$ cat src/rtl/irda_sir_link_ctrl.sv
// irda_sir_link_ctrl: half-duplex SIR link sequencer with 16x tick generator, turnaround
// timing and RX byte assembly from decoded SIR bits.
module irda_sir_link_ctrl #(
    parameter int DIV_W  = 16,
    parameter int TURN_W = 8
) (
    input  logic              clk,
    input  logic              wb_rst_i,
    input  logic              sir_en,
    input  logic [DIV_W-1:0]  divisor,
    input  logic [TURN_W-1:0] turnaround,
    input  logic              tx_req,
    input  logic              tx_done,
    output logic              tx_grant,
    output logic              tx_select,
    output logic              fast_enable,
    output logic              fast_mode,
    input  logic              sir_dec_i,
    output logic [7:0]        rx_data,
    output logic              rx_valid,
    input  logic              rx_ready,
    output logic              rx_frame_err,
    output logic              rx_overrun,
    output logic              busy
);
    typedef enum logic [1:0] {LISTEN, TURN_TX, TX, TURN_RX} link_t;
    typedef enum logic [1:0] {R_IDLE, R_DATA, R_STOP} rx_t;

    link_t             link_q, link_d;
    rx_t               rx_q, rx_d;
    logic [DIV_W-1:0]  div_cnt_q, div_cnt_d;
    logic              fast_enable_q, fast_enable_d;
    logic              fast_mode_q, fast_mode_d;
    logic [3:0]        phase_q, phase_d;
    logic              bit_strobe_q, bit_strobe_d;
    logic [3:0]        turn_sub_q, turn_sub_d;
    logic [TURN_W-1:0] turn_per_q, turn_per_d;
    logic [2:0]        bit_cnt_q, bit_cnt_d;
    logic [7:0]        shift_q, shift_d;
    logic [7:0]        rx_data_q, rx_data_d;
    logic              rx_valid_q, rx_valid_d;
    logic              frame_err_q, frame_err_d;
    logic              overrun_q, overrun_d;
    logic              load;

    assign tx_grant     = link_q == TX;
    assign tx_select    = link_q != LISTEN;
    assign fast_enable  = fast_enable_q;
    assign fast_mode    = fast_mode_q;
    assign rx_data      = rx_data_q;
    assign rx_valid     = rx_valid_q;
    assign rx_frame_err = frame_err_q;
    assign rx_overrun   = overrun_q;
    assign busy         = !(link_q == LISTEN && rx_q == R_IDLE);

    // Phase mirror follows the decoder's 16-tick counter; the strobe marks its bit centre.
    always_comb begin
        div_cnt_d     = (!sir_en || div_cnt_q == '0) ? divisor : div_cnt_q - 1'b1;
        fast_enable_d = sir_en && div_cnt_d == '0;
        fast_mode_d   = ~sir_en;
        phase_d       = fast_mode_q ? 4'h0 : phase_q + {3'b000, fast_enable_q & ~tx_select};
        bit_strobe_d  = sir_en & fast_enable_q & ~tx_select & ~fast_mode_q & (phase_q == 4'hf);
    end

    always_comb begin
        link_d     = link_q;
        turn_sub_d = turn_sub_q;
        turn_per_d = turn_per_q;
        if (!sir_en) begin
            link_d     = LISTEN;
            turn_sub_d = '0;
            turn_per_d = '0;
        end else begin
            case (link_q)
                LISTEN: if (tx_req && rx_q == R_IDLE) begin
                    link_d     = TURN_TX;
                    turn_sub_d = '0;
                    turn_per_d = '0;
                end
                TX: if (tx_done) begin
                    link_d     = TURN_RX;
                    turn_sub_d = '0;
                    turn_per_d = '0;
                end
                TURN_TX, TURN_RX: if (turn_per_q == turnaround) begin
                    link_d = (link_q == TURN_TX) ? TX : LISTEN;
                end else if (fast_enable_q) begin
                    turn_sub_d = turn_sub_q + 1'b1;
                    turn_per_d = (turn_sub_q == 4'hf) ? turn_per_q + 1'b1 : turn_per_q;
                end
            endcase
        end
    end

    // A start bit arriving together with tx_req is dropped: the link leaves LISTEN.
    always_comb begin
        rx_d        = rx_q;
        bit_cnt_d   = bit_cnt_q;
        shift_d     = shift_q;
        load        = 1'b0;
        frame_err_d = 1'b0;
        if (!sir_en || link_q != LISTEN) begin
            rx_d = R_IDLE;
        end else if (bit_strobe_q) begin
            case (rx_q)
                R_IDLE: if (!sir_dec_i && !tx_req) begin
                    rx_d      = R_DATA;
                    bit_cnt_d = 3'd0;
                end
                R_DATA: begin
                    shift_d   = {sir_dec_i, shift_q[7:1]};
                    bit_cnt_d = bit_cnt_q + 1'b1;
                    rx_d      = (bit_cnt_q == 3'd7) ? R_STOP : R_DATA;
                end
                R_STOP: begin
                    rx_d        = R_IDLE;
                    load        = sir_dec_i;
                    frame_err_d = ~sir_dec_i;
                end
                default: rx_d = R_IDLE;
            endcase
        end
    end

    always_comb begin
        overrun_d  = load & rx_valid_q & ~rx_ready;
        rx_data_d  = (load && !overrun_d) ? shift_q : rx_data_q;
        rx_valid_d = load | (rx_valid_q & ~rx_ready);
    end

    always_ff @(posedge clk or posedge wb_rst_i) begin
        if (wb_rst_i) begin
            link_q        <= LISTEN;
            rx_q          <= R_IDLE;
            div_cnt_q     <= '0;
            fast_enable_q <= 1'b0;
            fast_mode_q   <= 1'b1;
            phase_q       <= 4'h0;
            bit_strobe_q  <= 1'b0;
            turn_sub_q    <= 4'h0;
            turn_per_q    <= '0;
            bit_cnt_q     <= 3'd0;
            shift_q       <= 8'h00;
            rx_data_q     <= 8'h00;
            rx_valid_q    <= 1'b0;
            frame_err_q   <= 1'b0;
            overrun_q     <= 1'b0;
        end else begin
            link_q        <= link_d;
            rx_q          <= rx_d;
            div_cnt_q     <= div_cnt_d;
            fast_enable_q <= fast_enable_d;
            fast_mode_q   <= fast_mode_d;
            phase_q       <= phase_d;
            bit_strobe_q  <= bit_strobe_d;
            turn_sub_q    <= turn_sub_d;
            turn_per_q    <= turn_per_d;
            bit_cnt_q     <= bit_cnt_d;
            shift_q       <= shift_d;
            rx_data_q     <= rx_data_d;
            rx_valid_q    <= rx_valid_d;
            frame_err_q   <= frame_err_d;
            overrun_q     <= overrun_d;
        end
    end
endmodule

$ cat config.mk
export PLATFORM = sky130hd
export DESIGN_NAME = irda_sir_link_ctrl
export DESIGN_NICKNAME = d
export VERILOG_FILES = /design/src/rtl/irda_sir_link_ctrl.sv
export SDC_FILE = /design/constraint.sdc
export NUM_CORES = 1
export LEC_CHECK = 0
export CAP_MARGIN = 20
export CORE_UTILIZATION = 58
export DETAILED_ROUTE_END_ITERATION = 8
export PLACE_DENSITY = 0.84
export SYNTH_ARGS = -nofsm -noshare
export SYNTH_HDL_FRONTEND = slang
export SYNTH_SLANG_ARGS = --single-unit
$ cat constraint.sdc
create_clock -name clk -period 4.55 [get_ports clk]
set_input_delay 0.91 -clock clk [delete_from_list [all_inputs] [get_ports clk]]
set_output_delay 0.91 -clock clk [all_outputs]
set_load 0.05 [all_outputs]
# Word-level counts from Yosys, hierarchy flattened
# Index checks and enable logic that the tools add are counted.
# classes
add_sub_neg	5
eq_ne	17
mux	34
bitwise	15
n_reduce_logical	26
# op_table
op	count
$mux W8	6
$logic_not A16 Y1	2
$mux W4	6
$pmux W8 S3	1
$mux W2	9
$mux W16	1
$sub A16 B1 Y16 const B	1
$ne A3 B3 Y1 const B	5
$pmux W4 S3	1
$add A8 B1 Y8 const B	1
$and A1 B1 Y1	8
$eq A4 B4 Y1 const B	2
$eq A8 B8 Y1	1
$reduce_and A4 Y1	2
$eq A2 B2 Y1 const B	3
$mux W1	6
$not A1 Y1	6
$pmux W2 S3	1
$pmux W3 S2	1
$reduce_and A3 Y1	2
$reduce_bool A2 Y1	3
$logic_and A1 B1 Y1	5
$logic_not A1 Y1	5
$reduce_and A5 Y1	1
other kinds (15)	18
# word_totals
regBits	61
inputBits	31
elab_cells	112

# Depth between registers and ports, before layout
# depth
ltp_word	8
ltp_mapped	9

# Worst setup path after synthesis
# Ideal clock, no wire load.
# synth_path
path_kind	register to output
from	register link_q[0]
to	output busy
t_arrival_ns	1.622
required_ns	3.640
setup_slack_ns	2.018
path_stages_with_launch	5
path_buffers	0
cell_sequence	dfrtp_1 -> inv_1 -> ha_1 -> inv_1 -> or3_1
# synth_via
elab_chain_len	3
# synth_lines
item	line_no	source
start, declared	29	link_t link_q, link_d;
start signal, assigned	149	link_q <= link_d;
$logic_not A2 Y1	54	assign busy = !(link_q == LISTEN && rx_q == R_IDLE);
$logic_and A1 B1 Y1	54	
$logic_not A1 Y1	54	
end, declared	24	output logic busy
# Every way passes these cells.

# Worst setup path in the final report
# Ends and elaborated chain as after synthesis.

==> impl_metrics.toml <==
[critical_path]
cp.buffers_inverters = 3
cp_common_cell = "inv_1"
cp.required_ns = 3.64
crit_path_start_kind = "flip-flop"
cp-end-kind = "output pin"
critical_path_arrival_ns = 2.43
crit_chain = "inv_1, ha_1, inv_1, or3_1, clkdlybuf4s50_1"
path_class = "reg2out"
cp_max_fo = 6
path_delay_family = "buffers and inverters"
slowest_stage = "clkdlybuf4s50_1"
cpPeakStageDelay_ns = 0.71

[timing]
slew_violations = 0
fmax_mhz = 299
period_needed_ns = 3.34
timing.hold.ws_ns = 0.492
hold_viol_final = 0
rsz0062_at_grt = "no"
timing.slew.headroom = 0.425
worstMarginPinSlew_ns = 0.861
finalClockSkew_ns = 0.00442
setup_violations = 0
fin_setup_tns_ns = 0
fin_crit_sh = 0.735

[power_and_ir_drop]
finalPower_w = 0.00146
leakage_nw = 1.70
p_per_area_nw_per_um2 = 381
ir_drop_mv = 0.202

[outcome]
status = "finished clean"

[synthesis]
synth.avg_cell_area_um2 = 10.2
synthArstFlopShare = 1.00
yosys.area.top_type = "dfrtp_1"
syn_nets = 345
syn_inst = 303
synth_most_common_cell = "dfrtp_1"
synth.ff_latch_count = 61
synth_top_area_share = 0.484
synthFlopType = "dfrtp_1"
synth_top_cells_by_count = "dfrtp_1, nand2_1, o21ai_0"
synth_edf_count = 0
ys_types = 41
syn_area_um2 = 3100
seq_area_frac_synth = 0.492
yosys_warnings = 0
netlist_top_cells_area = "dfrtp_1, mux2_2, o21ai_0"

[placed_design]
gp_congestion = 0.828
hpwl_mm = 4.64
io_buffers = 46
placed_cells = 415

[cts]
cts_buffers = 9
hold_buffers = 0
clock_path_buffers = 2
post_cts_buffers = 0
cts.clk_slew.worst_paths_ns = 0.07
htreeDepth = 3
cts_sinks = 61
cts_tree = "yes"
cts_root_buf = "clkbuf_8"
cts_resized = 0
insertion_delay_ns = 0.34

[die]
core-area_um2 = 5140
io_pins = 47
die_area_um2 = 5650
core.rowCount = 26
die_x_um = 75.1
die_y_um = 75.1
initial_core_util = 0.604

[global_routing]
first_global_vias = 2322
grt-ovfl-total = 0
antenna_found_initial = 0
grt_pass1_wl_mm = 10.5
grt_max_degree = 43
grt_use_total = 0.257

[worst_hold_path]
min_path_type = "reg2reg"

[layout]
stdcell_count = 431
layout.nets = 398
syn2layout_area_growth_pct = 23.5
antenna_cells = 0
drive_gt1_frac = 0.133
fillers = 386
final_util = 0.745

[run]
cap_violations = 0

[drt]
wl_per_cell_um = 14.9
firstDrtPassIters = 4
drt_iter0_markers = 116
drc = 0
via_count = 2426
via_per_inst = 5.63
antenna_left = 0
routed_wl_mm = 6.44
==> area by class of cell <==
cell class | instances | area (um2) | area share
Sequential cell | 61 | 1530 | 0.399
Timing Repair Buffer | 48 | 475 | 0.124
Clock buffer | 10 | 138 | 0.0359
Tap cell | 70 | 87.6 | 0.0229
Multi-Input combinational cell | 222 | 1490 | 0.388
Inverter | 14 | 52.6 | 0.0137
Clock inverter | 6 | 62.6 | 0.0163
==> per-layer routing <==
metal  GRT usage  vias up  wire length (um)
li1            -     1183                 -
met1       0.336     1172              2950
met2       0.410       57              3170
met3      0.0643       14               205
met4       0.113        0               114
met5           0        -                 0
==> worst register-to-register path, delay by kind of cell, from the launching register on <==
family,cells,cell delay [ns]
flops,1,0.40
buf+inv,3,0.39
simple gates,2,0.75
fa+ha+maj,1,0.32
mux,1,0.35
==> through the flow <==
stage | setup slack (ns) | area, um2
5_1_grt | 1.08 | 3830
3_3_place_gp | 1.60 | 3630
2_1_floorplan | 2.02 | 3100
4_1_cts | 1.21 | 3830
3_5_place_dp | 1.55 | 3630
6_report | 1.21 | 3830
==> report_power, final <==
| part | internal (W) | switching (W) | total (W) |
|---|---|---|---|
| clock | 0.000265 | 0.000221 | 0.000486 |
| combinational | 0.000125 | 0.000233 | 0.000359 |
| sequential | 0.000573 | 0.0000404 | 0.000613 |
==> cell families after synthesis <==
family,after synthesis,share of synthesized area
and+or+nand+nor,115,0.208
xor gates and xnor gates,22,0.0621
buffers and inverters,20,0.0282
DFF,61,0.492
adders and majority gates,11,0.0444
AOI/OAI and AO/OA,57,0.104
muxes,17,0.0617
==> flip-flops by register name, summed over array words and instances, names as in the netlist, 2 cells and up <==
| register | flops |
|---|---|
| phase_q | 4 |
| shift_q | 8 |
| turn_sub_q | 4 |
| link_q | 2 |
| turn_per_q | 8 |
| rx_q | 2 |
| div_cnt_q | 16 |
| bit_cnt_q | 3 |
| rx_data | 8 |
==> path summary, 6_finish.rpt <==
kind                              start           end  slack, ns  cells after the start
setup / recovery              link_q[0]          busy       1.21                      5
hold / removal             bit_cnt_q[2]  bit_cnt_q[2]       0.49                      2
setup reg to reg              link_q[0]    rx_data[0]       2.23                      7
hold reg to reg            bit_cnt_q[2]  bit_cnt_q[2]       0.49                      2
max in group asynchronous      wb_rst_i     fast_mode       2.64                      3
min in group asynchronous      wb_rst_i    rx_data[4]       1.07                      2
==> layout by cell type (no fill, tap or decap), drive strengths merged, types with 10 or more instances in the layout <==
master         count
a21oi             14
clkbuf            10
clkdlybuf4s50     46
dfrtp             60
ha                11
inv               14
mux2              17
nand2             32
nand3             13
nor2              19
nor4              12
o21ai             34
xor2              16
(Power assumes the default switching activity.)
